### src/rtl/mii_rx_capture_if.sv
// Bundle between the MII receive capture stage and its neighbours:
// MII stream and parser handshake in, frame RAM write port and status out.
interface mii_rx_capture_if #(
    parameter int ADDR_W = 9
) ();
    logic              mii_rx_dv;
    logic [3:0]        mii_rxd;
    logic              mii_rx_er;
    logic              parser_busy;
    logic [31:0]       wr_data;
    logic [ADDR_W-1:0] wr_addr;
    logic              wr_ena;
    logic              newpacket;
    logic [ADDR_W-1:0] frame_last_addr;
    logic              overflow;
    logic [15:0]       drop_count;

    modport master (
        input  mii_rx_dv, mii_rxd, mii_rx_er, parser_busy,
        output wr_data, wr_addr, wr_ena, newpacket, frame_last_addr, overflow, drop_count
    );

    modport slave (
        output mii_rx_dv, mii_rxd, mii_rx_er, parser_busy,
        input  wr_data, wr_addr, wr_ena, newpacket, frame_last_addr, overflow, drop_count
    );
endinterface

### src/rtl/mii_rx_capture.sv
// Packs the MII receive nibble stream into 32-bit words, stores each frame
// from address 0 of the frame RAM and announces good frames to the parser.
module mii_rx_capture #(
    parameter int ADDR_W    = 9,
    parameter int MIN_WORDS = 8
) (
    input  logic              clk,
    input  logic              rst,
    mii_rx_capture_if.master  bus
);
    typedef enum logic [1:0] {
        WAIT_GAP = 2'd0,
        IDLE     = 2'd1,
        CAPTURE  = 2'd2,
        DONE     = 2'd3
    } state_t;

    localparam logic [ADDR_W:0] ONE_IDX   = {{ADDR_W{1'b0}}, 1'b1};
    localparam logic [ADDR_W:0] MIN_IDX   = (ADDR_W+1)'(MIN_WORDS);

    // Nibble n lands in byte n/2; the first nibble of a byte takes the upper half.
    function automatic logic [31:0] place_nibble(input logic [3:0] nib, input logic [2:0] pos);
        logic [4:0] sh;
        sh = {pos[2:1], 3'b000} + (pos[0] ? 5'd0 : 5'd4);
        return {28'd0, nib} << sh;
    endfunction

    function automatic logic [15:0] sat_add(input logic [15:0] cnt, input logic [1:0] inc);
        logic [16:0] sum;
        sum = {1'b0, cnt} + {15'd0, inc};
        return sum[16] ? 16'hFFFF : sum[15:0];
    endfunction

    state_t            state_r, state_s;
    logic [31:0]       word_r, word_s, cur_word_s;
    logic [2:0]        nib_cnt_r, nib_cnt_s;
    logic [ADDR_W:0]   idx_r, idx_s, last_idx_s;
    logic [31:0]       wr_data_r, wr_data_s;
    logic [ADDR_W-1:0] wr_addr_r, wr_addr_s;
    logic              wr_ena_r, wr_ena_s;
    logic              newpacket_r, newpacket_s;
    logic [ADDR_W-1:0] fla_r, fla_s;
    logic              overflow_r, overflow_s;
    logic [15:0]       drop_r, drop_s;
    logic [1:0]        drop_inc_s;

    assign cur_word_s = word_r | place_nibble(bus.mii_rxd, nib_cnt_r);

    // Next-state and next-output logic for the capture FSM.
    always_comb begin
        state_s     = state_r;
        word_s      = word_r;
        nib_cnt_s   = nib_cnt_r;
        idx_s       = idx_r;
        wr_data_s   = wr_data_r;
        wr_addr_s   = wr_addr_r;
        wr_ena_s    = 1'b0;
        newpacket_s = 1'b0;
        fla_s       = fla_r;
        overflow_s  = overflow_r;
        drop_inc_s  = 2'd0;
        last_idx_s  = idx_r - ONE_IDX;
        case (state_r)
            WAIT_GAP: begin
                if (!bus.mii_rx_dv) begin
                    state_s = IDLE;
                end else begin
                    state_s = WAIT_GAP;
                end
            end
            IDLE: begin
                if (!bus.mii_rx_dv) begin
                    state_s = IDLE;
                end else if (bus.parser_busy || bus.mii_rx_er) begin
                    drop_inc_s = 2'd1;
                    state_s    = WAIT_GAP;
                end else begin
                    word_s     = place_nibble(bus.mii_rxd, 3'd0);
                    nib_cnt_s  = 3'd1;
                    idx_s      = {(ADDR_W+1){1'b0}};
                    overflow_s = 1'b0;
                    state_s    = CAPTURE;
                end
            end
            CAPTURE: begin
                if (!bus.mii_rx_dv) begin
                    // End of frame: flush a partial word, unfilled nibbles stay zero.
                    word_s    = 32'd0;
                    nib_cnt_s = 3'd0;
                    if (nib_cnt_r == 3'd0) begin
                        state_s = DONE;
                    end else if (idx_r[ADDR_W]) begin
                        overflow_s = 1'b1;
                        drop_inc_s = 2'd1;
                        state_s    = WAIT_GAP;
                    end else begin
                        wr_data_s = word_r;
                        wr_addr_s = idx_r[ADDR_W-1:0];
                        wr_ena_s  = 1'b1;
                        idx_s     = idx_r + ONE_IDX;
                        state_s   = DONE;
                    end
                end else if (bus.mii_rx_er) begin
                    drop_inc_s = 2'd1;
                    state_s    = WAIT_GAP;
                end else if (nib_cnt_r == 3'd7) begin
                    word_s    = 32'd0;
                    nib_cnt_s = 3'd0;
                    if (idx_r[ADDR_W]) begin
                        overflow_s = 1'b1;
                        drop_inc_s = 2'd1;
                        state_s    = WAIT_GAP;
                    end else begin
                        wr_data_s = cur_word_s;
                        wr_addr_s = idx_r[ADDR_W-1:0];
                        wr_ena_s  = 1'b1;
                        idx_s     = idx_r + ONE_IDX;
                    end
                end else begin
                    word_s    = cur_word_s;
                    nib_cnt_s = nib_cnt_r + 3'd1;
                end
            end
            DONE: begin
                // A frame that restarts here is dropped; the one just stored is still judged.
                if (idx_r >= MIN_IDX) begin
                    newpacket_s = 1'b1;
                    fla_s       = last_idx_s[ADDR_W-1:0];
                end else begin
                    drop_inc_s = 2'd1;
                end
                if (bus.mii_rx_dv) begin
                    drop_inc_s = drop_inc_s + 2'd1;
                    state_s    = WAIT_GAP;
                end else begin
                    state_s = IDLE;
                end
            end
            default: begin
                state_s = WAIT_GAP;
            end
        endcase
        drop_s = sat_add(drop_r, drop_inc_s);
    end

    // State and registered outputs.
    always_ff @(posedge clk) begin
        if (rst) begin
            state_r     <= WAIT_GAP;
            word_r      <= 32'd0;
            nib_cnt_r   <= 3'd0;
            idx_r       <= {(ADDR_W+1){1'b0}};
            wr_data_r   <= 32'd0;
            wr_addr_r   <= {ADDR_W{1'b0}};
            wr_ena_r    <= 1'b0;
            newpacket_r <= 1'b0;
            fla_r       <= {ADDR_W{1'b0}};
            overflow_r  <= 1'b0;
            drop_r      <= 16'd0;
        end else begin
            state_r     <= state_s;
            word_r      <= word_s;
            nib_cnt_r   <= nib_cnt_s;
            idx_r       <= idx_s;
            wr_data_r   <= wr_data_s;
            wr_addr_r   <= wr_addr_s;
            wr_ena_r    <= wr_ena_s;
            newpacket_r <= newpacket_s;
            fla_r       <= fla_s;
            overflow_r  <= overflow_s;
            drop_r      <= drop_s;
        end
    end

    assign bus.wr_data         = wr_data_r;
    assign bus.wr_addr         = wr_addr_r;
    assign bus.wr_ena          = wr_ena_r;
    assign bus.newpacket       = newpacket_r;
    assign bus.frame_last_addr = fla_r;
    assign bus.overflow        = overflow_r;
    assign bus.drop_count      = drop_r;
endmodule

### src/flat_wrapper.sv
// flat-port wrapper written by rule: the top's interface ports become plain ports
module mii_rx_capture_flat 
#(
    parameter int ADDR_W    = 9,
    parameter int MIN_WORDS = 8
)
  (clk, rst, bus_mii_rx_dv, bus_mii_rxd, bus_mii_rx_er, bus_parser_busy, bus_wr_data, bus_wr_addr, bus_wr_ena, bus_newpacket, bus_frame_last_addr, bus_overflow, bus_drop_count);
  mii_rx_capture_if #(.ADDR_W(ADDR_W)) bus_i ();
  input  logic clk;
  input  logic rst;
  input wire logic [$bits(bus_i.mii_rx_dv)-1:0] bus_mii_rx_dv;
  input wire logic [$bits(bus_i.mii_rxd)-1:0] bus_mii_rxd;
  input wire logic [$bits(bus_i.mii_rx_er)-1:0] bus_mii_rx_er;
  input wire logic [$bits(bus_i.parser_busy)-1:0] bus_parser_busy;
  output wire logic [$bits(bus_i.wr_data)-1:0] bus_wr_data;
  output wire logic [$bits(bus_i.wr_addr)-1:0] bus_wr_addr;
  output wire logic [$bits(bus_i.wr_ena)-1:0] bus_wr_ena;
  output wire logic [$bits(bus_i.newpacket)-1:0] bus_newpacket;
  output wire logic [$bits(bus_i.frame_last_addr)-1:0] bus_frame_last_addr;
  output wire logic [$bits(bus_i.overflow)-1:0] bus_overflow;
  output wire logic [$bits(bus_i.drop_count)-1:0] bus_drop_count;
  assign bus_i.mii_rx_dv = bus_mii_rx_dv;
  assign bus_i.mii_rxd = bus_mii_rxd;
  assign bus_i.mii_rx_er = bus_mii_rx_er;
  assign bus_i.parser_busy = bus_parser_busy;
  assign bus_wr_data = bus_i.wr_data;
  assign bus_wr_addr = bus_i.wr_addr;
  assign bus_wr_ena = bus_i.wr_ena;
  assign bus_newpacket = bus_i.newpacket;
  assign bus_frame_last_addr = bus_i.frame_last_addr;
  assign bus_overflow = bus_i.overflow;
  assign bus_drop_count = bus_i.drop_count;
  mii_rx_capture #(.ADDR_W(ADDR_W), .MIN_WORDS(MIN_WORDS)) u_core (.clk(clk), .rst(rst), .bus(bus_i));
endmodule
### config.mk
export PLATFORM = sky130hd
export DESIGN_NAME = mii_rx_capture_flat
export DESIGN_NICKNAME = d
export VERILOG_FILES = /design/src/rtl/mii_rx_capture_if.sv /design/src/rtl/mii_rx_capture.sv /design/src/flat_wrapper.sv
export SDC_FILE = /design/constraint.sdc
export NUM_CORES = 1
export LEC_CHECK = 0
export BUFFER_PORTS_ARGS = -buffer_cell sky130_fd_sc_hd__buf_2
export CORE_UTILIZATION = 44
export CTS_BUF_LIST = sky130_fd_sc_hd__clkbuf_8
export CTS_CLUSTER_SIZE = 16
export DETAILED_ROUTE_END_ITERATION = 16
export GPL_ROUTABILITY_DRIVEN = 0
export GPL_TIMING_DRIVEN = 0
export MAX_ROUTING_LAYER = met4
export PLACE_DENSITY = 0.61
export SETUP_SLACK_MARGIN = 0.2
export SLEW_MARGIN = 5
export SYNTH_ARGS = -nofsm -noshare
export SYNTH_HDL_FRONTEND = slang
export SYNTH_SLANG_ARGS = --single-unit
### constraint.sdc
create_clock -name clk -period 7.2 [get_ports clk]
set_clock_uncertainty 0.2 [all_clocks]
set_input_delay 0.36 -clock clk [delete_from_list [all_inputs] [get_ports clk]]
set_output_delay 0.36 -clock clk [all_outputs]
set_load 0.005 [all_outputs]
Word-level counts from Yosys, hierarchy flattened --
Index checks and enable logic that the tools add are counted.
Cells by class: add/subtract/negate cells 6, order comparisons 1, equal/unequal tests 16, shift operators 1, mux-type cells 68, bitwise gates (word level) 3, reductions and logical operators 13
Operators with widths (number):
- 2-to-1 mux 32 bit | 11
- 2-to-1 mux 10 bit | 7
- one-hot mux 32 bit (2 select lines) | 1
- 2-to-1 mux 9 bit | 5
- OR 32 bit | 1
- left shift 4 x 5 -> 32 bit | 1
- 2-to-1 mux 2 bit | 15
- one-hot mux 10 bit (2 select lines) | 1
- 2-to-1 mux 3 bit | 6
- adder 16 x 2 -> 17 bit | 1
- 2-to-1 mux 1 bit | 17
- 2-to-1 mux 16 bit | 1
- inequality test 2 bit, second input constant | 6
- one-hot mux 2 bit (3 select lines) | 2
- AND reduction 6 bit | 2
- adder 10 x 1 -> 10 bit, second input constant | 1
- >= comparator 10 x 4 -> 1 bit, second input constant | 1
- subtractor 9 x 1 -> 9 bit, second input constant | 1
- inequality test 4 x 3 -> 1 bit, second input constant | 2
- AND reduction 4 bit | 2
- inequality test 3 bit, second input constant | 2
- one-hot mux 3 bit (2 select lines) | 1
- OR reduction 2 bit | 3
- adder 5 bit | 1
- other kinds (14) | 17
Storage, ports and cells: register bits after elaboration 116, bits of input ports 9, output and inout bits 69, word-level logic and storage cells 119

Logic depth before layout (Yosys ltp) --
depth in word-level cells 8, depth in mapped cells 15, mapped depth without buffers 14

Worst setup path before layout --
OpenSTA, ideal clock, no wires.
kind flip-flop to flip-flop, from reg u_core.idx_r[3], to reg u_core.drop_r[10], in the netlist u_core.bus.drop_count[10], setup time 0.071 ns, arrival 3.233 ns, required time 6.929 ns, slack 3.696 ns, cell stages (with the launch flop) 15, buffers on the path 2, period minus slack after synthesis 3.504 ns, cell sequence dfxtp_1 > buf_6 > or4_4 > nor4_4 > ha_1 > nand2_1 > a31oi_1 > ha_1 > inv_1 > fa_1 > nor3b_2 > nand2_1 > or3_1 > clkbuf_1 > a21oi_1
On the way: cells in the longest elaborated chain, start to end 8
RTL lines:
- start, declared | line mii_rx_capture.sv:37 | logic [ADDR_W:0] idx_r, idx_s, last_idx_s;
- start signal, assigned | line mii_rx_capture.sv:152 | idx_r <= {(ADDR_W+1){1'b0}};
- start signal, assigned | line mii_rx_capture.sv:164 | idx_r <= idx_s;
- >= comparator 10 x 4 -> 1 bit (*) | line mii_rx_capture.sv:126 | if (idx_r >= MIN_IDX) begin
- 2-to-1 mux 1 bit (*) | line mii_rx_capture.sv:126
- 2-to-1 mux 2 bit (*) | line mii_rx_capture.sv:63 | case (state_r)
- adder 2 x 1 -> 2 bit | line mii_rx_capture.sv:133 | drop_inc_s = drop_inc_s + 2'd1;
- 2-to-1 mux 2 bit (*) | line mii_rx_capture.sv:132 | if (bus.mii_rx_dv) begin
- one-hot mux 2 bit (3 select lines) (*) | line mii_rx_capture.sv:63
- adder 16 x 2 -> 17 bit (*) | line mii_rx_capture.sv:30 | sum = {1'b0, cnt} + {15'd0, inc};
- 2-to-1 mux 16 bit (*) | line mii_rx_capture.sv:31 | return sum[16] ? 16'hFFFF : sum[15:0];
- end signal, assigned | line mii_rx_capture.sv:171 | drop_r <= drop_s;
- end, declared | line mii_rx_capture.sv:44 | logic [15:0] drop_r, drop_s;
Every way passes the cells marked *; elsewhere a longest branch is shown, timed or not. The select of a mux whose other input is x is not followed. A chain may end at the register's enable or synchronous reset.

Worst setup path in the final report --
from reg u_core.nib_cnt_r[0], to reg u_core.drop_r[9], in the netlist u_core.bus.drop_count[9]
On the way: cells in the longest elaborated chain, start to end 7, elaborated cells on any way between the ends 9, classes of those cells add/sub: 1; eq/ne: 1; mux: 6; reduce/logical: 1
RTL lines:
- start, declared | line mii_rx_capture.sv:36 | logic [2:0] nib_cnt_r, nib_cnt_s;
- start signal, assigned | line mii_rx_capture.sv:163 | nib_cnt_r <= nib_cnt_s;
- equality test 3 bit | line mii_rx_capture.sv:106 | end else if (nib_cnt_r == 3'd7) begin
- 2-to-1 mux 2 bit | line mii_rx_capture.sv:106
- 2-to-1 mux 2 bit | line mii_rx_capture.sv:103 | end else if (bus.mii_rx_er) begin
- 2-to-1 mux 2 bit (*) | line mii_rx_capture.sv:86 | if (!bus.mii_rx_dv) begin
- one-hot mux 2 bit (3 select lines) (*) | line mii_rx_capture.sv:63
- adder 16 x 2 -> 17 bit (*) | line mii_rx_capture.sv:30
- 2-to-1 mux 16 bit (*) | line mii_rx_capture.sv:31
Every way passes the cells marked *; elsewhere a longest branch is shown, timed or not.

==> impl_metrics.py <==
metrics = {
    "worst_setup_path": {
        "critPathBufInv": 3,
        "start_kind": "flip-flop",
        "cp_max_fo": 10,
        "cp.arrival_ps": 4140,
        "crit_path_end_kind": "flip-flop",
        "crit_path_cell_trace": "inv_1 -> ha_1 -> nor2b_1 -> and2_1 -> o31ai_1 -> nand2_1 -> a31oi_1 -> ha_1 -> inv_1 -> fa_1 -> nor3b_2 -> nand2_1 -> or3_1 -> clkbuf_1 -> a21oi_1",
        "crit_type": "reg2reg",
        "worst-r2r-setup-slack_ps": 3220,
        "cp_slowest_cell": "dfxtp_1",
        "crit_required_ps": 7360,
        "worst_path_largest_cell_delay_ps": 450,
        "cp_top_family": "simple AND/OR/NAND/NOR gates",
    },
    "grt": {
        "first_global_vias": 4112,
        "grt.overflow.total": 0,
        "antenna_found_initial": 0,
        "grt_max_degree": 17,
        "grt_pass1_wl_um": 19500,
        "gr-usage-all-layers": 0.223,
    },
    "die": {
        "io_pins": 78,
        "die_width_um": 109,
        "die_h_um": 109,
        "initial_core_util": 0.456,
        "dieArea_um2": 11800,
        "rows": 38,
        "core_area_um2": 10900,
    },
    "clock_network": {
        "clk_pin_slew_worst_paths_ps": 70,
        "cts_max_level": 4,
        "ctsResizeCount": 0,
        "post-cts-setup-buffers": 0,
        "clkSinkCount": 116,
        "worstSkewPairLatency_ps": 440,
        "cts_hold_buf": 0,
        "cts_buffer_depth": 2,
        "cts_tree": "built",
        "root_buffer": "clkbuf_8",
        "numCtsBuffers": 17,
    },
    "logic_synthesis": {
        "synthCells": 569,
        "synth_top_area_share": 0.465,
        "ys_types": 50,
        "ys_ff_latch": 116,
        "ys.warnings.count": 0,
        "syn_nets": 592,
        "synth_top_cell_by_area": "dfxtp_1",
        "syn_area_per_cell_um2": 8.77,
        "synthFlopType": "dfxtp_1",
        "async_flop_share": 0,
        "synth_area_leaders": "dfxtp_1 (47%), a21oi_1 (7.9%), nor2_1 (7.8%), a211oi_1 (5.9%), ha_1 (3.3%)",
        "ys_seq_area_frac": 0.465,
        "syn_area_um2": 4990,
        "synth_edf_count": 0,
    },
    "route": {
        "drt-initial-drc-count": 243,
        "first_pass_iters": 4,
        "wl_per_cell_um": 14.7,
        "drc": 0,
        "routed_wl_um": 12000,
        "detail-route-antenna-nets": 0,
        "vias": 4346,
        "drt-vias-per-instance": 5.34,
    },
    "power_and_ir_drop": {
        "switchingPower_uw": 315,
        "p_int_uw": 973,
        "vdd_ir_drop_max_mv": 0.209,
        "power_density_nw_per_um2": 217,
        "p_leak_uw": 0.00229,
        "p_seq_frac": 0.500,
        "p_clk_frac": 0.465,
        "netSwitchingFraction": 0.245,
        "pwr-share-comb": 0.036,
    },
    "hold_path": {
        "hold_class": "in2reg",
    },
    "sta": {
        "period_share": 0.553,
        "worst_pin_slew_ps": 831,
        "hold_viol_final": 0,
        "period_minus_slack_ps": 3980,
        "final_max_slew_viol_count": 0,
        "rsz0062_at_grt": "no",
        "fin_tns_setup_ps": 0,
        "fmax_mhz": 251,
        "setup_viol": 0,
        "setup_slack_ps": 3220,
        "max-slew-margin-rel": 0.446,
    },
    "finish": {
        "final_util": 0.542,
        "n_antenna_cell": 0,
        "layout_common_cells": "dfxtp_1 (116), nor2_1 (104), buf_2 (82)",
        "final_nets": 684,
        "drive_gt1_frac": 0.200,
        "areaGrowthSynthToFinish_pct": 18.9,
        "fin_area_um2": 5930,
        "layout_commonest_cell": "dfxtp_1",
    },
    "placed_design": {
        "dp_hpwl_um": 8740,
        "place_ws_ps": 3260,
        "port_buffers": 73,
        "place_area_um2": 5530,
    },
    "outcome": {
        "status": "completed",
    },
    "flow_run": {
        "maxCapViolCount": 0,
    },
}
path summary, 6_finish.rpt:
path                                                  startpoint                                  end  cells after the start
worst min register to register     u_core.word_r[1]$_SDFFE_PP0P_        u_core.word_r[1]$_SDFFE_PP0P_                      2
worst min-delay path                               bus_mii_rx_er       u_core.state_r[0]$_SDFFE_PP0P_                      4
worst max register to register  u_core.nib_cnt_r[0]$_SDFFE_PP0P_  u_core.bus.drop_count[9]$_SDFF_PP0_                     15
worst max-delay path            u_core.nib_cnt_r[0]$_SDFFE_PP0P_  u_core.bus.drop_count[9]$_SDFF_PP0_                     15
worst register-to-register path: cells and delay by family (launching register included):
kind / cells / cell delay [ps]
simple gates: 6 / 1360
compound gates: 3 / 580
buf+inv: 3 / 460
fa+ha+maj: 3 / 870
flops: 1 / 450
per-layer routing:
layer / vias to the layer above / part of all wire / track usage
li1: 2175 / - / -
met1: 2046 / 0.46 / 0.274
met2: 110 / 0.47 / 0.355
met3: 15 / 0.049 / 0.0542
met4: 0 / 0.016 / 0.0792
met5: - / 0 / -
kinds of logic (layout without fill, tap and decap cells):
family | after synthesis | count (layout) | share of synthesized area
flip-flops | 116 | 116 | 0.465
AND/OR/NAND/NOR | 195 | 195 | 0.188
buffers and inverters | 59 | 164 | 0.0529
multiplexers | 12 | 12 | 0.0241
AO/OA/AOI/OAI | 151 | 151 | 0.195
adder cells (fa/ha/maj) | 14 | 14 | 0.0366
XOR/XNOR | 22 | 22 | 0.0386
cells in the mapped netlist, types with 10 or more instances:
library cell / instances
nand2_1: 21
dfxtp_1: 116
mux2i_1: 12
ha_1: 13
xnor2_1: 15
inv_1: 17
nor2_1: 104
and3_1: 10
a211oi_1: 39
a21oi_1: 79
nor3_1: 12
clkbuf_1: 22
metrics by stage:
| step | std cells | hold WS, ps | power [uW] |
|---|---|---|---|
| CTS | 814 | 177 | 1300 |
| global placement | 782 | 248 | 703 |
| global route | 814 | 215 | 1340 |
| floorplan | 569 | 238 | 688 |
| detailed placement | 782 | 258 | 704 |
| finish | 814 | 197 | 1290 |
registers in the layout, indices dropped and copies added, names as in the netlist:
signal                      flops
u_core.bus.frame_last_addr      9
u_core.idx_r                   10
u_core.bus.wr_ena               1
u_core.nib_cnt_r                3
u_core.bus.drop_count          16
u_core.bus.overflow             1
u_core.word_r                  32
u_core.state_r                  2
u_core.bus.newpacket            1
u_core.bus.wr_data             32
u_core.bus.wr_addr              9
power by group through the flow:
stage          clock network, uW  registers, uW  logic [uW]
3_3_place_gp                   0            658        44.9
6_report                     598            644        46.2
5_1_grt                      647            643        50.5
2_1_floorplan                  0            658        30.4
3_5_place_dp                   0            658        45.4
4_1_cts                      612            643        45.6
layout make-up:
| type | count | area (um^2) |
|---|---|---|
| Multi-Input combinational cell | 394 | 2400 |
| Inverter | 17 | 63.8 |
| Buffer | 42 | 200 |
| Clock buffer | 18 | 248 |
| Clock inverter | 14 | 153 |
| Tap cell | 140 | 175 |
| Fill cell | 1060 | 5000 |
| Sequential cell | 116 | 2320 |
| Timing Repair Buffer | 73 | 365 |
(Power assumes the default switching activity.)
